**config.mk**
```make
export PLATFORM = sky130hd
export DESIGN_NAME = vga_timing_gen
export DESIGN_NICKNAME = d
export VERILOG_FILES = /design/src/rtl/vga_pkg.sv /design/src/rtl/vga_clk_en_div.sv /design/src/rtl/vga_timing_gen.sv
export SDC_FILE = /design/constraint.sdc
export NUM_CORES = 1
export LEC_CHECK = 0
export ABC_AREA = 0
export BUFFER_PORTS_ARGS = -buffer_cell sky130_fd_sc_hd__buf_4
export CAP_MARGIN = 20
export CORE_AREA = 2 2 70 72
export CTS_CLUSTER_DIAMETER = 200
export DETAILED_ROUTE_END_ITERATION = 6
export DIE_AREA = 0 0 72 74
export SKIP_CTS_REPAIR_TIMING = 1
export SLEW_MARGIN = 10
export SYNTH_ARGS = -nofsm -noshare
export SYNTH_HDL_FRONTEND = slang
export SYNTH_SLANG_ARGS = --single-unit
```
**constraint.sdc**
```tcl
create_clock -name clk -period 2.7 [get_ports clk]
set_input_delay 0 -clock clk [delete_from_list [all_inputs] [get_ports clk]]
set_output_delay 0 -clock clk [all_outputs]
set_load 0.03 [all_outputs]
```
**src/rtl/vga_pkg.sv**
```systemverilog
// ============================================================================
// Module      : vga_pkg
// Description : Shared 640x480@60Hz timing constants, 12-bit colour constants
//               and playfield geometry for the VGA timing generator and the
//               downstream block/paddle/ball renderer.
// Revision    : 1.0 - initial release
// ============================================================================
`default_nettype none

package vga_pkg;

  // Raster timing (pixel units / line units)
  localparam int VGA_CLK_DIV     = 4;    // 100 MHz / 4 = 25 MHz pixel rate
  localparam int VGA_H_TOTAL     = 800;
  localparam int VGA_H_SYNC      = 96;
  localparam int VGA_H_ACT_START = 144;
  localparam int VGA_H_ACT_END   = 783;
  localparam int VGA_V_TOTAL     = 525;
  localparam int VGA_V_SYNC      = 2;
  localparam int VGA_V_ACT_START = 35;
  localparam int VGA_V_ACT_END   = 514;
  localparam int VGA_TICK_DIV    = 1;
  localparam int VGA_CNT_W       = 10;

  // 12-bit RGB (4:4:4) colours used by the renderers
  localparam logic [11:0] COLOR_BLACK  = 12'h000;
  localparam logic [11:0] COLOR_WHITE  = 12'hFFF;
  localparam logic [11:0] COLOR_RED    = 12'hF00;
  localparam logic [11:0] COLOR_GREEN  = 12'h0F0;
  localparam logic [11:0] COLOR_BLUE   = 12'h00F;
  localparam logic [11:0] COLOR_YELLOW = 12'hFF0;

  // Playfield edges coincide with the visible window
  localparam int WALL_LEFT  = VGA_H_ACT_START;
  localparam int WALL_RIGHT = VGA_H_ACT_END;
  localparam int CEILING    = VGA_V_ACT_START;
  localparam int FLOOR      = VGA_V_ACT_END;

  // Inclusive range test on a raster coordinate
  function automatic logic in_window(input logic [VGA_CNT_W-1:0] pos,
                                     input logic [VGA_CNT_W-1:0] lo,
                                     input logic [VGA_CNT_W-1:0] hi);
    return (pos >= lo) && (pos <= hi);
  endfunction

endpackage

`default_nettype wire

```
**src/rtl/vga_clk_en_div.sv**
```systemverilog
// ============================================================================
// Module      : vga_clk_en_div
// Description : Generic divide-by-DIV enable generator. Counts qualifying
//               enable cycles 0..DIV-1 and emits a registered one-clk pulse
//               in the cycle after the count wraps.
// Ports       : clk  - clock
//               rst  - asynchronous active-high reset
//               en   - count qualifier (tie high for a free-running divider)
//               tick - registered one-clk pulse every DIV enabled cycles
// Revision    : 1.0 - initial release
// ============================================================================
`default_nettype none

module vga_clk_en_div
  import vga_pkg::*;
#(
  parameter int DIV = 4
) (
  input  logic clk,
  input  logic rst,
  input  logic en,
  output logic tick
);

  generate
    if (DIV <= 1) begin : g_passthru
      // Divide-by-one: every enabled cycle produces a pulse
      logic tick_q, tick_d;

      always_comb begin
        tick_d = en;
      end

      always_ff @(posedge clk or posedge rst) begin
        if (rst) tick_q <= 1'b0;
        else     tick_q <= tick_d;
      end

      assign tick = tick_q;
    end else begin : g_count
      localparam int             CW   = $clog2(DIV);
      localparam logic [CW-1:0]  LAST = CW'(DIV - 1);

      logic [CW-1:0] cnt_q, cnt_d;
      logic          tick_q, tick_d;

      always_comb begin
        cnt_d  = cnt_q;
        tick_d = 1'b0;
        if (en) begin
          // >= rather than == so a corrupted count still wraps
          if (cnt_q >= LAST) begin
            cnt_d  = '0;
            tick_d = 1'b1;
          end else begin
            cnt_d = cnt_q + 1'b1;
          end
        end
      end

      always_ff @(posedge clk or posedge rst) begin
        if (rst) begin
          cnt_q  <= '0;
          tick_q <= 1'b0;
        end else begin
          cnt_q  <= cnt_d;
          tick_q <= tick_d;
        end
      end

      assign tick = tick_q;
    end
  endgenerate

endmodule

`default_nettype wire

```
**src/rtl/vga_timing_gen.sv**
```systemverilog
// ============================================================================
// Module      : vga_timing_gen
// Description : 640x480@60Hz VGA raster timing from the 100 MHz board clock.
//               Produces pixel enable, h/v counters, active-low syncs, the
//               visible-window flag and line/frame/game update ticks.
// Ports       : clk        - 100 MHz clock
//               rst        - asynchronous active-high reset
//               pix_en     - one-clk pulse per pixel period
//               hCount     - horizontal position 0..H_TOTAL-1
//               vCount     - vertical position 0..V_TOTAL-1
//               hSync      - horizontal sync, active-low
//               vSync      - vertical sync, active-low
//               bright     - high inside the visible window
//               line_tick  - one-clk pulse when hCount wraps
//               frame_tick - one-clk pulse when the frame wraps
//               game_tick  - one-clk pulse every TICK_DIV frames
//               pix_x/pix_y- visible-area coordinates (only with
//                            VGA_TIMING_PIXEL_XY_EN defined)
// Options     : `define VGA_TIMING_PIXEL_XY_EN adds pix_x / pix_y outputs
// Revision    : 1.0 - initial release
// ============================================================================
`default_nettype none

module vga_timing_gen
  import vga_pkg::*;
#(
  parameter int CLK_DIV     = VGA_CLK_DIV,
  parameter int H_TOTAL     = VGA_H_TOTAL,
  parameter int H_SYNC      = VGA_H_SYNC,
  parameter int H_ACT_START = VGA_H_ACT_START,
  parameter int H_ACT_END   = VGA_H_ACT_END,
  parameter int V_TOTAL     = VGA_V_TOTAL,
  parameter int V_SYNC      = VGA_V_SYNC,
  parameter int V_ACT_START = VGA_V_ACT_START,
  parameter int V_ACT_END   = VGA_V_ACT_END,
  parameter int TICK_DIV    = VGA_TICK_DIV
) (
  input  logic       clk,
  input  logic       rst,
  output logic       pix_en,
  output logic [9:0] hCount,
  output logic [9:0] vCount,
  output logic       hSync,
  output logic       vSync,
  output logic       bright,
  output logic       line_tick,
  output logic       frame_tick,
  output logic       game_tick
`ifdef VGA_TIMING_PIXEL_XY_EN
  ,
  output logic [9:0] pix_x,
  output logic [9:0] pix_y
`endif
);

  localparam logic [9:0] H_LAST = 10'(H_TOTAL - 1);
  localparam logic [9:0] V_LAST = 10'(V_TOTAL - 1);
  localparam logic [9:0] H_SW   = 10'(H_SYNC);
  localparam logic [9:0] V_SW   = 10'(V_SYNC);
  localparam logic [9:0] H_AS   = 10'(H_ACT_START);
  localparam logic [9:0] H_AE   = 10'(H_ACT_END);
  localparam logic [9:0] V_AS   = 10'(V_ACT_START);
  localparam logic [9:0] V_AE   = 10'(V_ACT_END);

  logic pix_en_w;
  logic h_wrap_w;
  logic frame_wrap_w;
  logic game_tick_w;

  logic [9:0] hCount_q, hCount_d;
  logic [9:0] vCount_q, vCount_d;
  logic       hSync_q, hSync_d;
  logic       vSync_q, vSync_d;
  logic       bright_q, bright_d;
  logic       line_tick_q, line_tick_d;
  logic       frame_tick_q, frame_tick_d;

  // Pixel-rate enable: free-running divide by CLK_DIV
  vga_clk_en_div #(
    .DIV (CLK_DIV)
  ) u_pix_div (
    .clk  (clk),
    .rst  (rst),
    .en   (1'b1),
    .tick (pix_en_w)
  );

  always_comb begin
    h_wrap_w     = pix_en_w && (hCount_q >= H_LAST);
    frame_wrap_w = h_wrap_w && (vCount_q >= V_LAST);

    hCount_d = hCount_q;
    vCount_d = vCount_q;
    if (pix_en_w) begin
      if (h_wrap_w) begin
        hCount_d = '0;
        vCount_d = (vCount_q >= V_LAST) ? '0 : vCount_q + 10'd1;
      end else begin
        hCount_d = hCount_q + 10'd1;
        // An out-of-range line number is pulled back on the next pixel
        if (vCount_q > V_LAST) vCount_d = '0;
      end
    end

    // Decoding the next-state position keeps syncs/bright aligned with
    // the counters they describe
    hSync_d      = (hCount_d >= H_SW);
    vSync_d      = (vCount_d >= V_SW);
    bright_d     = in_window(hCount_d, H_AS, H_AE) && in_window(vCount_d, V_AS, V_AE);
    line_tick_d  = h_wrap_w;
    frame_tick_d = frame_wrap_w;
  end

  always_ff @(posedge clk or posedge rst) begin
    if (rst) begin
      hCount_q     <= '0;
      vCount_q     <= '0;
      hSync_q      <= 1'b0;
      vSync_q      <= 1'b0;
      bright_q     <= 1'b0;
      line_tick_q  <= 1'b0;
      frame_tick_q <= 1'b0;
    end else begin
      hCount_q     <= hCount_d;
      vCount_q     <= vCount_d;
      hSync_q      <= hSync_d;
      vSync_q      <= vSync_d;
      bright_q     <= bright_d;
      line_tick_q  <= line_tick_d;
      frame_tick_q <= frame_tick_d;
    end
  end

  // Frame divider is fed the combinational wrap so its registered pulse
  // lands in the same cycle as frame_tick
  vga_clk_en_div #(
    .DIV (TICK_DIV)
  ) u_game_div (
    .clk  (clk),
    .rst  (rst),
    .en   (frame_wrap_w),
    .tick (game_tick_w)
  );

`ifdef VGA_TIMING_PIXEL_XY_EN
  logic [9:0] pix_x_q, pix_x_d;
  logic [9:0] pix_y_q, pix_y_d;

  always_comb begin
    pix_x_d = bright_d ? (hCount_d - H_AS) : '0;
    pix_y_d = bright_d ? (vCount_d - V_AS) : '0;
  end

  always_ff @(posedge clk or posedge rst) begin
    if (rst) begin
      pix_x_q <= '0;
      pix_y_q <= '0;
    end else begin
      pix_x_q <= pix_x_d;
      pix_y_q <= pix_y_d;
    end
  end

  assign pix_x = pix_x_q;
  assign pix_y = pix_y_q;
`endif

  assign pix_en     = pix_en_w;
  assign hCount     = hCount_q;
  assign vCount     = vCount_q;
  assign hSync      = hSync_q;
  assign vSync      = vSync_q;
  assign bright     = bright_q;
  assign line_tick  = line_tick_q;
  assign frame_tick = frame_tick_q;
  assign game_tick  = game_tick_w;

endmodule

`default_nettype wire

```
==> results.rst <==
.. list-table::
   :header-rows: 1

   * - Metric
     - Value
   * - Run status
     - finished clean
   * - Main synth FF type
     - sky130_fd_sc_hd__dfrtp_1
   * - Launch instance of the worst register-to-register path
     - hCount[0]
   * - Depth of the CTS H-tree
     - 1
   * - Clock buffers created by TritonCTS
     - 3
   * - Number of nets in the layout
     - 204
   * - Detailed Place HPWL
     - 2610 µm
   * - Antenna violations before repair
     - 0
   * - Die Y-Extent
     - 74 µm
   * - Type of destination of the critical path
     - flop
   * - Synthesis-to-finish area growth
     - 27.8%
   * - Vias per cell
     - 5.33
   * - Critical path launch point
     - hCount[0]
   * - Slew Limit Fails
     - 0
   * - Ratio of cells with drive above 1 in the final layout
     - 29.4%
   * - Register bit count reported by yosys
     - 28
   * - Power per unit of standard cell area
     - 385 nW/µm²
   * - CTS tree
     - yes
   * - Sequential area share after synthesis
     - 44.8%
   * - Detailed-router iteration count before antenna repair
     - 4
   * - Post-Syn Area per Cell
     - 9.71 µm²
   * - Type of element launching the critical path
     - flop
   * - Critical setup path kind
     - reg2reg
   * - Timing-limited maximum frequency
     - 394 MHz
   * - Post-synthesis async set-or-reset flop share
     - 100%
   * - Number of fill cells
     - 434
   * - Critical path data arrival time
     - 2.75 ns
   * - Reg2Reg Depth
     - 11
   * - Required time at the worst-slack endpoint
     - 2.91 ns
   * - Vias in the first global route
     - 1288
   * - Post-Syn Area
     - 1560 µm²
   * - Drt total wl
     - 3720 µm
   * - Initial standard-cell utilization of the core
     - 34.0%
   * - Ys Warns
     - 0
   * - Core Area
     - 4600 µm²
   * - Average wire per standard cell
     - 14.8 µm
   * - Final-report setup violation count
     - 0
   * - Number of buffers on the longest clock path
     - 2
   * - Max IR drop VDD
     - 0.000266 V
   * - Endpoint of the most critical register-to-register path
     - bright
   * - Worst-case setup margin in the final layout
     - 0.164 ns
   * - Max-cap violation count
     - 0
   * - Sum Neg Setup Slack
     - 0 ns
   * - Total Routing Usage GR
     - 15.0%
   * - Count of routing violations after the opening detailed-route iteration
     - 68
   * - Global-route wire length before repair
     - 6150 µm
   * - Root buf cell
     - sky130_fd_sc_hd__clkbuf_8
   * - Die outline width
     - 72 µm
   * - Detail Route Antenna Nets
     - 0
   * - Syn nets
     - 167
   * - Clock-pin slew of the registers on the worst-case setup and hold paths
     - 0.10 ns
   * - Placement Setup Slack
     - 0.0749 ns
   * - Class of the worst hold path
     - in2async
   * - Hold Fails Final Rpt
     - 0
   * - Number of enable-type register cells in the synthesized netlist
     - 0
   * - Count of input and output buffers
     - 28
   * - Headroom to the max-slew limit
     - 69.3%
   * - DR DRC count
     - 0
   * - Pleak
     - 0.960 nW
   * - Maximum clock skew at final layout
     - 0.00382 ns
   * - Biggest fanout along the worst timing path
     - 12
   * - Worst-Margin Slew
     - 0.459 ns
   * - Clk Latency, worst-skew pair
     - 0.28 ns
   * - Distinct cell type count after synthesis
     - 47
   * - Top-level port count
     - 29
   * - Gate Count Post-Synth
     - 161
   * - Gpl congestion
     - 0.816
   * - Overflow left after global routing
     - 0
   * - Total via count after detailed routing
     - 1339
   * - Setup slack, reg-to-reg
     - 0.16 ns
   * - Period minus WS final
     - 2.54 ns
   * - TritonCTS Sinks
     - 28
   * - Diodes inserted
     - 0
   * - Area of the die
     - 5330 µm²
   * - Number of rows created at floorplan
     - 25
   * - Fin crit share
     - 93.9%
   * - Pin count of the biggest net entering global routing
     - 29
[synth_stat cells, drive strengths merged (2+ instances only)]
| master | instances | share of area (%) |
|---|---|---|
| o41ai | 3 | 3.4 |
| nor2 | 18 | 5.3 |
| a211oi | 3 | 1.4 |
| and3 | 2 | 0.80 |
| ha | 4 | 3.2 |
| nor4 | 2 | 0.80 |
| dfrtp | 28 | 45 |
| or4 | 2 | 0.96 |
| buf | 7 | 3.2 |
| inv | 15 | 3.6 |
| a31oi | 7 | 3.8 |
| nand2b | 2 | 0.80 |
| a21oi | 4 | 1.3 |
| nor3 | 6 | 1.9 |
| nand2 | 11 | 2.6 |
| a221oi | 3 | 2.1 |
| nand4 | 3 | 1.2 |
| nand3 | 9 | 2.9 |
| and2 | 2 | 0.80 |
| xnor2 | 4 | 2.2 |
| xor2 | 3 | 1.7 |
| o21ai | 6 | 1.9 |
| and4 | 2 | 1.3 |
[cell type report]
class,count,area (µm²),share of cell area [%]
flip-flops and latches,28,701,35.1
repair buffers,39,315,15.8
inverters,16,60.1,3.01
multi-input cells,110,782,39.2
clock inverters,1,30.0,1.50
clock buffers,3,41.3,2.07
well taps,54,67.6,3.38
[cells in the final DEF, fill, tap and decap left out, types with 4 or more instances in the layout]
cell type,n
sky130_fd_sc_hd__a31oi_1,5
sky130_fd_sc_hd__nand3_1,9
sky130_fd_sc_hd__xnor2_1,4
sky130_fd_sc_hd__nand2_1,11
sky130_fd_sc_hd__nor2_1,16
sky130_fd_sc_hd__ha_1,4
sky130_fd_sc_hd__nor3_1,6
sky130_fd_sc_hd__a21oi_1,4
sky130_fd_sc_hd__dfrtp_1,28
sky130_fd_sc_hd__inv_1,14
sky130_fd_sc_hd__o21ai_0,6
sky130_fd_sc_hd__buf_4,37
[cells by family (layout without fill, tap and decap cells)]
| kind of cell | after synthesis | in the layout | synth area share, % |
|---|---|---|---|
| buffers and inverters | 24 | 59 | 7.29 |
| AND/OR/NAND/NOR | 64 | 65 | 22.0 |
| AO/OA/AOI/OAI | 32 | 32 | 17.4 |
| multiplexers | 2 | 2 | 1.36 |
| flip-flops | 28 | 28 | 44.8 |
| adder cells (fa/ha/maj) | 4 | 4 | 3.20 |
| XOR/XNOR | 7 | 7 | 3.92 |
[per-stage QoR]
stage	utilization (%)	hold slack, ns	power (mW)	cell area (µm²)	instances
2_1_floorplan	-	0.0654	0.434	1560	161
3_3_place_gp	40.2	0.326	0.437	1850	243
3_5_place_dp	40.2	0.332	0.437	1850	243
4_1_cts	41.7	0.0170	0.774	1920	247
5_1_grt	43.4	0.324	0.803	2000	251
6_report	43.4	0.277	0.769	2000	251
[where the power goes]
group | leakage, nW | internal, mW | switching, mW
clock network | 0.0357 | 0.199 | 0.136
registers | 0.377 | 0.419 | 0
logic | 0.548 | 0.00594 | 0.00902
total | 0.960 | 0.624 | 0.145
[metal layers]
layer,track usage [%],up-vias,routed length (µm)
li1,-,649,-
met1,18.6,652,1700
met2,25.7,31,1800
met3,3.39,7,148
met4,5.45,0,68
met5,0,-,0
[how the worst max path moves through the flow]
stage	endpoint	depth (start not counted)
final	bright	11
after global routing	bright	9
after CTS	bright	9
after detailed placement	bright	9
after global placement	bright	9
after floorplan	bright	9
[sequential cells by signal (all words and copies together) (netlist names)]
register,count
u_pix_div.g_count.cnt_q,2
u_pix_div.tick,1
hSync,1
bright,1
vCount,10
line_tick,1
vSync,1
hCount,10
u_game_div.tick,1
[critical path, cell delays in order (launching register included)]
cell and delay, ns:
sky130_fd_sc_hd__dfrtp_1 0.37, sky130_fd_sc_hd__ha_1 0.19, sky130_fd_sc_hd__and4_4 0.24, sky130_fd_sc_hd__o41ai_4 0.06
sky130_fd_sc_hd__buf_4 0.20, sky130_fd_sc_hd__inv_2 0.10, sky130_fd_sc_hd__buf_4 0.20, sky130_fd_sc_hd__a31oi_1 0.09
sky130_fd_sc_hd__o21ba_2 0.28, sky130_fd_sc_hd__clkinv_1 0.08, sky130_fd_sc_hd__or4_1 0.49, sky130_fd_sc_hd__a21oi_1 0.15
No activity file was read; power rests on OpenSTA's default activity.
